--- src/rtl/axi_lite_write_arbiter.sv ---
// Round-robin arbiter sharing one AXI4-Lite write master between NUM_REQ ready/valid requesters.
// Latency: grant 1 cycle after a request seen in IDLE; writes then pass combinationally, one per cycle.
// Backpressure: owner's req_ready mirrors m_ready, non-owners never see ready; master error stops all grants.
module axi_lite_write_arbiter #(
  parameter int NUM_REQ    = 4,
  parameter int ADDR_WIDTH = 32,
  parameter int MAX_BURST  = 4,
  localparam int ID_W      = $clog2(NUM_REQ)
) (
  input  logic                          clk,
  input  logic                          reset,
  input  logic [NUM_REQ-1:0]            req_valid,
  input  logic [NUM_REQ*ADDR_WIDTH-1:0] req_address,
  input  logic [NUM_REQ*ADDR_WIDTH-1:0] req_data,
  output logic [NUM_REQ-1:0]            req_ready,
  output logic                          req_error,
  input  logic                          m_ready,
  output logic                          m_valid,
  output logic [ADDR_WIDTH-1:0]         m_address,
  output logic [ADDR_WIDTH-1:0]         m_data,
  input  logic                          m_error,
  output logic [ID_W-1:0]               grant_id,
  output logic                          busy
);

  localparam int CNT_W = $clog2(MAX_BURST + 1);

  typedef enum logic [1:0] {ST_IDLE, ST_GRANT, ST_ERROR} state_t;

  state_t           state, state_nxt;
  logic [ID_W-1:0]  grant_nxt;
  logic [ID_W-1:0]  rr_ptr, rr_nxt;
  logic [CNT_W-1:0] burst_cnt, cnt_nxt;

  // Per-requester views of the packed address/data buses
  logic [ADDR_WIDTH-1:0] addr_arr [NUM_REQ];
  logic [ADDR_WIDTH-1:0] data_arr [NUM_REQ];

  for (genvar i = 0; i < NUM_REQ; i++) begin : g_unpack
    assign addr_arr[i] = req_address[i*ADDR_WIDTH +: ADDR_WIDTH];
    assign data_arr[i] = req_data[i*ADDR_WIDTH +: ADDR_WIDTH];
  end

  logic owner_vld;
  logic hs;
  logic last_beat;

  assign owner_vld = req_valid[grant_id];
  assign hs        = (state == ST_GRANT) && owner_vld && m_ready;
  assign last_beat = (burst_cnt == CNT_W'(MAX_BURST - 1));

  // Rotate requests so bit 0 is the requester at rr_ptr; the lowest set bit is the winner
  logic [NUM_REQ-1:0] req_rot;
  logic [ID_W-1:0]    pick_ofs;
  logic [ID_W:0]      pick_sum;
  logic [ID_W-1:0]    pick_id;

  assign req_rot = NUM_REQ'({req_valid, req_valid} >> rr_ptr);

  // Priority scan of the rotated request vector
  always_comb begin
    pick_ofs = '0;
    for (int k = NUM_REQ - 1; k >= 0; k--) begin
      if (req_rot[k]) pick_ofs = ID_W'(k);
    end
  end

  assign pick_sum = {1'b0, rr_ptr} + {1'b0, pick_ofs};
  assign pick_id  = (pick_sum >= (ID_W+1)'(NUM_REQ)) ? ID_W'(pick_sum - (ID_W+1)'(NUM_REQ))
                                                      : pick_sum[ID_W-1:0];

  // State and arbitration registers
  always_ff @(posedge clk) begin
    if (reset) begin
      state     <= ST_IDLE;
      grant_id  <= '0;
      rr_ptr    <= '0;
      burst_cnt <= '0;
    end else begin
      state     <= state_nxt;
      grant_id  <= grant_nxt;
      rr_ptr    <= rr_nxt;
      burst_cnt <= cnt_nxt;
    end
  end

  // Next-state: error beats release, release rotates the pointer past the owner
  always_comb begin
    state_nxt = state;
    grant_nxt = grant_id;
    rr_nxt    = rr_ptr;
    cnt_nxt   = burst_cnt;
    case (state)
      ST_IDLE: begin
        if (m_error) begin
          state_nxt = ST_ERROR;
        end else if (|req_valid) begin
          state_nxt = ST_GRANT;
          grant_nxt = pick_id;
          cnt_nxt   = '0;
        end
      end
      ST_GRANT: begin
        if (hs) cnt_nxt = burst_cnt + CNT_W'(1);
        if (m_error) begin
          state_nxt = ST_ERROR;
        end else if ((hs && last_beat) || !owner_vld) begin
          state_nxt = ST_IDLE;
          rr_nxt    = (grant_id == ID_W'(NUM_REQ - 1)) ? '0 : grant_id + ID_W'(1);
        end
      end
      ST_ERROR: state_nxt = ST_ERROR;
      default:  state_nxt = ST_IDLE;
    endcase
  end

  // Outputs: only the owner sees m_ready; m_valid never depends on m_ready
  always_comb begin
    req_ready = '0;
    m_valid   = 1'b0;
    busy      = 1'b0;
    req_error = 1'b0;
    case (state)
      ST_GRANT: begin
        busy                = 1'b1;
        m_valid             = owner_vld;
        req_ready[grant_id] = m_ready;
      end
      ST_ERROR: req_error = 1'b1;
      default: ;
    endcase
  end

  assign m_address = addr_arr[grant_id];
  assign m_data    = data_arr[grant_id];

endmodule

--- config.mk ---
export PLATFORM = sky130hd
export DESIGN_NAME = axi_lite_write_arbiter
export DESIGN_NICKNAME = d
export VERILOG_FILES = /design/src/rtl/axi_lite_write_arbiter.sv
export SDC_FILE = /design/constraint.sdc
export NUM_CORES = 1
export LEC_CHECK = 0
export ABC_AREA = 1
export CAP_MARGIN = 20
export CORE_AREA = 8 8 123 125
export CTS_CLUSTER_DIAMETER = 120
export DETAILED_ROUTE_END_ITERATION = 6
export DIE_AREA = 0 0 131 133
export GPL_ROUTABILITY_DRIVEN = 0
export SETUP_SLACK_MARGIN = 0.02
export SYNTH_ARGS = -nofsm -noshare
export SYNTH_HDL_FRONTEND = slang
export SYNTH_SLANG_ARGS = --single-unit
--- constraint.sdc ---
create_clock -name clk -period 2.6 [get_ports clk]
set_clock_uncertainty 0.1 [all_clocks]
set_input_delay 0.78 -clock clk [delete_from_list [all_inputs] [get_ports clk]]
set_output_delay 0.78 -clock clk [all_outputs]
set_load 0.1 [all_outputs]
==> run summary, run 1 <==
TritonCTS built the clock tree. The largest single stage delay on the critical path is 0.46 ns. The path type of the worst min-delay path was reg2reg. The number of buffers between clock root and the deepest sink is 2. The first global-routing pass estimated 28930 um of wire. The logs give 0.3524 mV for the worst supply voltage drop on vdd and 1.69 ns for the data arrival time of the worst path. STA classifies the critical path startpoint as an input port.

Cells with a size suffix above 1 make up 47.18% of the layout. For the worst slew margin relative to its limit, the log shows 68.76%. The logs give 1003 for the fill cell total of the finished layout and 0 for the final-report hold violation count. The tools report the number of antenna violations at the first check in global routing as 4. The tools report the total die area as 0.01742 mm2.

The total of max-cap violations was 0; the clock insertion delay at the later pin of the skew report was 0.23 ns. The biggest area consumer among synthesized cells is o21ai_0. Once layout is complete, the cells apart from fillers number 979. The required arrival time at the worst endpoint is 1.72 ns, and the via density per instance is 4.921.

In this run switching power makes up 58.52% of total power. The average wire per cell in the routed design came out at 20.59 um. In this run the power density over the cells is 594.8 mW/mm2. The analysis attributes to net switching a power of 3.061 mW.

The count of placed standard cells including taps is 977, and the register share of total power is 3.2%. Setup repair after global routing could not meet its margin everywhere. The critical setup path kind was in2out.

Clock tree synthesis inserted a total of 3 buffers. After synthesis, the mean cell area works out to 5.005 um2. Horizontal extent of the die: 131 um. Sequential elements use 7.516% of the synthesized area. The netlist uses 19 different library cells. Relative to the synthesized area, the layout overhead comes to 266.9%. The port buffer count is 336, and the global-route usage over all layers is 20.81%. After layout, the minimum clock period comes to 2.572 ns. The violation count after the first detailed-routing iteration is 178, and the final number of setup-violating endpoints is 0.

The part of the cycle the worst path needs was 98.94%; the pin slew with the least headroom to its limit was 0.4685 ns. For this design, the sink count on the clock tree is 9. The number of pins with negative max-slew slack in the final report was 0. The library cell used most frequently in the layout, excluding fill and tap cells, is dlymetal6s2s_1.

The critical-path maximum fanout is 1. Clock network power share: 5.2%. Ranked by total cell area, the synthesized netlist is headed by o21ai_0 (28%), nor2_1 (22%), o22ai_1 (17%).

The flow ran to the end, and the final reports show no timing, DRC or antenna violations. Based on the critical path, the design can be clocked at up to 0.3887 GHz. In the layout the commonest cells are dlymetal6s2s_1 (127), o21ai_2 (126), clkdlybuf4s50_1 (90). Clock-pin slew was measured on the worst setup and hold paths at 0.04 ns. After technology mapping, the gate count stands at 479. The first TritonRoute pass finished after 4 iterations.

The logs give 0 for the hold buffer count at cts and 1071 for the number of nets in the layout. The tools report the post-synth net total as 750. The top cell type by area accounts for 27.56% of the synthesized area. The via count of the first global-routing pass was 5090.

The kind of end point of the critical path is an output pin. The final wirelength was 20160 um; the maximum level of the CTS H-tree was 1. The flip-flop and latch count after synthesis is 9, and the number of rows in the core area is 42.

For this configuration, the core starts out at a cell density of 18.32%. The analysis attributes to cell leakage a power of 4.291 nW. The logs give 337 for the number of I/O pins and 0 for the number of remaining DRC errors. The slowest stage of the critical path is the clkdlybuf4s50_1 cell. Traced cell by cell, the critical path runs through clkdlybuf4s50_1, nor2_1, o22ai_4, buf_12. Placeable core region: 0.01309 mm2. Clock tree synthesis selected as its root buffer the cell clkbuf_16. The internal power of the cells totals 2.170 mW. In this run the vertical extent of the chip is 133 um.

Summing over every cut layer, the via total after detailed routing is 4818. Entering global routing, the biggest net connects 85 pins. Once detailed placement completed, the half-perimeter wirelength came to 15820 um.

Of the total power, combinational logic draws 91.6%. For the number of routed nets with antenna violations, the log shows 0. The post-synthesis cell area was 0.002397 mm2; the setup TNS was 0 ns. The total number of yosys warnings came out at 0. The run gives 0 as the global route total overflow.
==> power groups by stage <==
stage / Clock, mW / Combinational [mW] / Sequential [mW]
floorplan: 0 / 2.79 / 0.193
global placement: 0 / 4.52 / 0.169
detailed placement: 0 / 4.56 / 0.170
CTS: 0.278 / 4.61 / 0.174
global route: 0.285 / 4.97 / 0.171
finish: 0.270 / 4.79 / 0.169
==> synthesized netlist by cell type (all sizes together) <==
library cell and instances:
a21boi 1, a21oi 7, buf 11, clkbuf 32, dfxtp 9, ha 7
inv 19, nand2 36, nand3 14, nand4 1, nor2 144, o21ai 132
o22ai 64, or2 1, xnor2 1
==> repair_timing <==
item,CTS,global route
cloned,0,2
setup endpoints to repair,69,67
resized for setup,196,292
pin swaps,55,86
hold endpoints to repair,0,0
buffers inserted,0,5
==> per-stage QoR <==
stage / hold slack, ns / worst slack (ns) / area (um2) / total power, mW / utilization, %
6_report: 0.3475 / 0.02753 / 8795 / 5.231 / 67.21
5_1_grt: 0.3912 / -0.01134 / 8795 / 5.426 / 67.21
4_1_cts: 0.3543 / -0.04280 / 7883 / 5.062 / 60.24
3_5_place_dp: 0.3538 / -0.1238 / 7744 / 4.730 / 59.18
3_3_place_gp: 0.3426 / -0.1139 / 7744 / 4.693 / 59.18
2_1_floorplan: 0.3283 / -0.2851 / 3386 / 2.985 / -
==> routing by layer <==
metal	vias to the layer above	GRT usage [%]	routed length [um]	part of all wire [%]
met5	-	0	0	0
met4	0	3.446	225	1.1
met1	2271	22.32	7007	35
met3	14	4.661	1711	8.5
li1	2325	-	-	-
met2	208	40.10	11220	56
==> final timing paths <==
path	from	endpoint	slack, ns	depth (start not counted)
max	req_data[97]	m_data[1]	0.03	4
min	burst_cnt[0]	burst_cnt[0]	0.35	1
max reg2reg	rr_ptr[0]	grant_id[1]	0.75	13
min reg2reg	burst_cnt[0]	burst_cnt[0]	0.35	1
==> final cells by class <==
class                   count  area, um2  area share, %
repair buffers            359       4666          53.05
multi-input cells         408       3555          40.42
well taps                 176      220.2          2.504
flip-flops and latches      9      187.7          2.134
clock buffers               4      78.83         0.8963
inverters                  19      77.57         0.8821
diodes                      4      10.01         0.1138
==> state kept, by name, summed over array words and instances (netlist names) <==
name,cells
state,2
rr_ptr,2
burst_cnt,3
grant_id,2
==> critical path: cells and delay by family <==
family                 cells  cell delay (ns)
AOI/OAI and AO/OA          1             0.18
buffers and inverters      2             0.66
and+or+nand+nor            1             0.07
==> kinds of logic (layout without fill, tap and decap cells) <==
group | Yosys count | after routing | share of synthesized area (%)
AOI/OAI and AO/OA | 204 | 204 | 46.03
and+or+nand+nor | 196 | 196 | 32.05
buffers and inverters | 62 | 382 | 10.39
DFF | 9 | 9 | 7.516
adders and majority gates | 7 | 7 | 3.653
xor gates and xnor gates | 1 | 1 | 0.3654
other | 0 | 4 | 0
Power figures use the tool's default switching activity.
==> run 2: changes to the inputs <==
HOLD_SLACK_MARGIN = 0.03   (was unset)
==> results of run 2 <==
The final DEF is identical to that of run 1; final timing and power are the same.
==> patch 1, RTL diff (flow settings as in run 2) <==
The parameter `NUM_REQ` goes from 4 to 2.
--- a/src/rtl/axi_lite_write_arbiter.sv
+++ b/src/rtl/axi_lite_write_arbiter.sv
@@ -3,5 +3,5 @@
 // Backpressure: owner's req_ready mirrors m_ready, non-owners never see ready; master error stops all grants.
 module axi_lite_write_arbiter #(
-  parameter int NUM_REQ    = 4,
+  parameter int NUM_REQ    = 2,
   parameter int ADDR_WIDTH = 32,
   parameter int MAX_BURST  = 4,
Interface: changed (5 resized); port bits go from 337 to 204. No check against the original RTL was run, so the function may have changed too.
==> patch 1 against run 2 <==
Area after synthesis decreased by 48%; routed wire length decreased by 57%; setup slack improved by 0.079 ns; sequential cell count decreased by 2; first-iteration DRC count decreased by 74%; critical path depth unchanged; power decreased by 65%; register-to-register slack improved by 0.24 ns; count of clock-buffer cells in the layout unchanged; final cell count decreased by 34%; design area decreased by 50%; core utilization decreased by 34 points; largest power group unchanged; highest routed layer unchanged.
==> patch 1: results (changes against run 2) <==
{| class="wikitable"
! Metric !! Value
|-
| Outcome || completed
|-
| Worst Hold Depth || 2 (+1)
|-
| Count of distinct cell types in the synthesized netlist || 19 (unchanged)
|-
| Highest ir drop seen on vdd || 0.000277 V (-21%)
|-
| Deepest level of the CTS H-tree || 1 (unchanged)
|-
| Critical Path Start || req_data[61]
|-
| Worst Tran Pin Value || 0.363 ns (-0.105 ns)
|-
| Compound-cell area share of the yosys netlist || 3.43% (-43 points)
|-
| Most frequent cells after synthesis || nand2_1, nor2_1, buf_4, inv_1
|-
| Standard cell area after detailed placement || 4310 um2 (-44%)
|-
| Pin count of the biggest net entering global routing || 41 (-52%)
|-
| Wire length after detailed routing || 8740 um (-57%)
|-
| Syn nets || 402 (-46%)
|-
| Detailed placement HPWL || 7720 um (-51%)
|-
| Vias post-DR || 2,340 (-51%)
|-
| Final critical path time including I/O delays and setup || 2.49 ns (-0.0790 ns)
|-
| First-pass GRT wire length || 12,800 um (-56%)
|-
| CP Data Arrival Time || 1.61 ns (-0.08 ns)
|-
| Number of antenna violations at the first check in global routing || 0 (-4)
|-
| Register-to-register path setup slack || 0.99 ns (+0.24 ns)
|-
| Reg2Reg Depth || 7 (-6)
|-
| Number of instances in the synthesized netlist || 266 (-44%)
|-
| Worst Setup EP || m_data[29]
|-
| Number of buffer cells added on primary ports || 203 (-40%)
|-
| Detailed Route Iter0 Violations || 46 (-74%)
|-
| Leak Pwr || 1.98 nW (-54%)
|-
| Reg-to-Reg Start || grant_id
|-
| Final-stage net count || 604 (-44%)
|-
| Routed wire per std cell || 13.6 um (-34%)
|-
| Adder-Cell Fraction of Synth Area || 2.02% (-1.6 points)
|-
| Post-synthesis share of cell area spent on xor and xnor gates || 0% (-0.37 points)
|-
| Setup WS pre-CTS || -0.121 ns (+0.00317 ns)
|-
| Via count of the first global-routing pass || 2,458 (-52%)
|-
| Sequential cell area fraction in the yosys report || 11.3% (+3.8 points)
|-
| Number of antenna diodes || 0 (-4)
|-
| Critical R2R Capture || burst_cnt[0]
|-
| Cell types occupying the most area after synthesis || nand2_1, dfxtp_1, buf_4
|-
| Highest cell delay on the worst timing path || 0.48 ns (+0.02 ns)
|-
| Gr usage total || 9.22% (-12 points)
|}
[patch 1: power breakdown]
part	switching [mW]	total (mW)	leakage, nW	internal (mW)
Clock	0.0646	0.269	0.0382	0.205
Combinational	0.878	1.44	1.89	0.557
Sequential	0.00446	0.117	0.0574	0.112
[patch 1: metal layers]
metal | up-vias | GRT usage, % | share of wire [%]
met4 | 0 | 1.72 | 1.1
met2 | 89 | 18.9 | 56
met1 | 1050 | 8.53 | 33
li1 | 1194 | - | -
met3 | 7 | 2.73 | 9.8
met5 | - | 0 | 0
[patch 1: cell type report]
| class | instances | area [um2] |
|---|---|---|
| fill | 1329 | 8690 |
| timing repair buffer | 212 | 2780 |
| multi-input combinational | 233 | 1120 |
| tap | 176 | 220 |
| sequential | 7 | 141 |
| clock buffer | 4 | 78.8 |
| inverter | 11 | 43.8 |
[patch 1: timing repair]
item / 4_1_cts / 5_1_grt
endpoints found under the setup margin: 3 / 0
hold endpoints to repair: 0 / 0
resized for setup: 6 / 0
hold buffers: 0 / 0
[patch 1: tightest hold or removal path: cells and delay by family, from the launching register on]
kind | cells | cell delay, ns
compound gates | 1 | 0.05
flops | 1 | 0.30
simple gates | 1 | 0.07
[patch 1: how the worst min path moves through the flow]
stage	startpoint	end	slack, ns
after detailed placement	burst_cnt[1]	burst_cnt[1]	0.38
after global routing	burst_cnt[1]	burst_cnt[1]	0.41
after CTS	burst_cnt[1]	burst_cnt[1]	0.38
final	burst_cnt[1]	burst_cnt[1]	0.38
after floorplan	burst_cnt[2]	burst_cnt[2]	0.35
after global placement	burst_cnt[2]	burst_cnt[2]	0.37
==> patch 2, RTL diff (config.mk and constraints of run 2) <==
Made on the original files. Re-encode `state_t` (3 states) as one-hot, 3 bits wide.
--- a/src/rtl/axi_lite_write_arbiter.sv
+++ b/src/rtl/axi_lite_write_arbiter.sv
@@ -26,5 +26,5 @@
   localparam int CNT_W = $clog2(MAX_BURST + 1);
 
-  typedef enum logic [1:0] {ST_IDLE, ST_GRANT, ST_ERROR} state_t;
+  typedef enum logic [2:0] {ST_IDLE = 3'b001, ST_GRANT = 3'b010, ST_ERROR = 3'b100} state_t;
 
   state_t           state, state_nxt;
Formal check against the unedited RTL: no difference found for any inputs over 10 cycles, from zero or initial values and one cycle with reset high; not proved beyond that.
==> patch 2 against run 2 <==
The flow now finishes with violations (negative setup slack); sequential cell count rose by 1; area after synthesis rose by 6.0%; register-to-register slack got worse by 0.03 ns; design area fell by 1.6%; setup slack got worse by 0.033 ns; power rose by 2.0%; largest power group unchanged; routed wire length rose by 4.1%; critical endpoint is now m_address[15].
==> patch 2: results (changes against run 2) <==
{| class="wikitable"
! Metric !! Value
|-
| Post-CTS Setup Inserts || 2 (+2)
|-
| PostCTS Resize Cnt || 219 (+12%)
|-
| Final Setup Violations || 2 (+2)
|-
| Placed cell count || 997 (+2.0%)
|-
| Number of instances in the synthesized netlist || 497 (+3.8%)
|-
| Final-stage net count || 1,089 (+1.7%)
|-
| Layout filler cell count || 1,107 (+10%)
|-
| First-pass GRT wire length || 31,300 um (+8.0%)
|-
| Worst Hold Depth || 2 (+1)
|-
| Syn nets || 768 (+2.4%)
|-
| Standard cell area after detailed placement || 7890 um2 (+1.9%)
|-
| Origin of the worst min-delay path || burst_cnt[2]
|-
| Number of multi-input combinational cells || 422 (+3.4%)
|-
| Worst slack on hold paths || 0.368 ns (+0.0208 ns)
|-
| CP Data Arrival Time || 1.73 ns (+0.04 ns)
|-
| Final setup margin || -0.00522 ns (-0.0327 ns)
|-
| Register-to-register path setup slack || 0.72 ns (-0.03 ns)
|-
| Post-synthesis share of cell area spent on xor and xnor gates || 0.345% (-0.021 points)
|-
| Endpoint with the worst hold slack || burst_cnt[2]
|-
| Outcome || finished, violations left
|-
| Data-path buffer share of cell area in the final layout || 52.2% (-0.89 points)
|-
| Failing checks || negative setup slack
|-
| Pin count of the biggest net entering global routing || 80 (-5.9%)
|-
| Sequential Area || 208 um2 (+11%)
|-
| Adder-Cell Fraction of Synth Area || 3.45% (-0.21 points)
|}
patch 2: changes by cell type after synthesis, moves of 2 or more:
cell / run 2 / this run
o21ai_0: 132 / 130
nand2_1: 35 / 43
clkbuf_1: 32 / 26
inv_1: 17 / 20
nand3_2: 0 / 2
nor2_2: 0 / 3
buf_2: 10 / 15
patch 2: worst min-delay path: cells and delay by family (launching register included):
kind | cells | cell delay, ns
simple gates | 1 | 0.06
flops | 1 | 0.30
compound gates | 1 | 0.05
patch 2: where the power goes:
group,leakage [nW],total (mW),internal [mW],switching [mW]
combinational,3.77,4.86,1.84,3.02
sequential,0.0829,0.201,0.167,0.0340
clock,0.0382,0.277,0.205,0.0717
total,3.89,5.34,2.21,3.13
patch 2: per-layer routing:
layer | up-vias | GRT usage, % | routed length, um
met5 | - | 0 | 9
met4 | 2 | 7.91 | 641
met3 | 40 | 8.68 | 2160
met2 | 250 | 41.2 | 11000
met1 | 2320 | 23.7 | 7220
li1 | 2387 | - | -
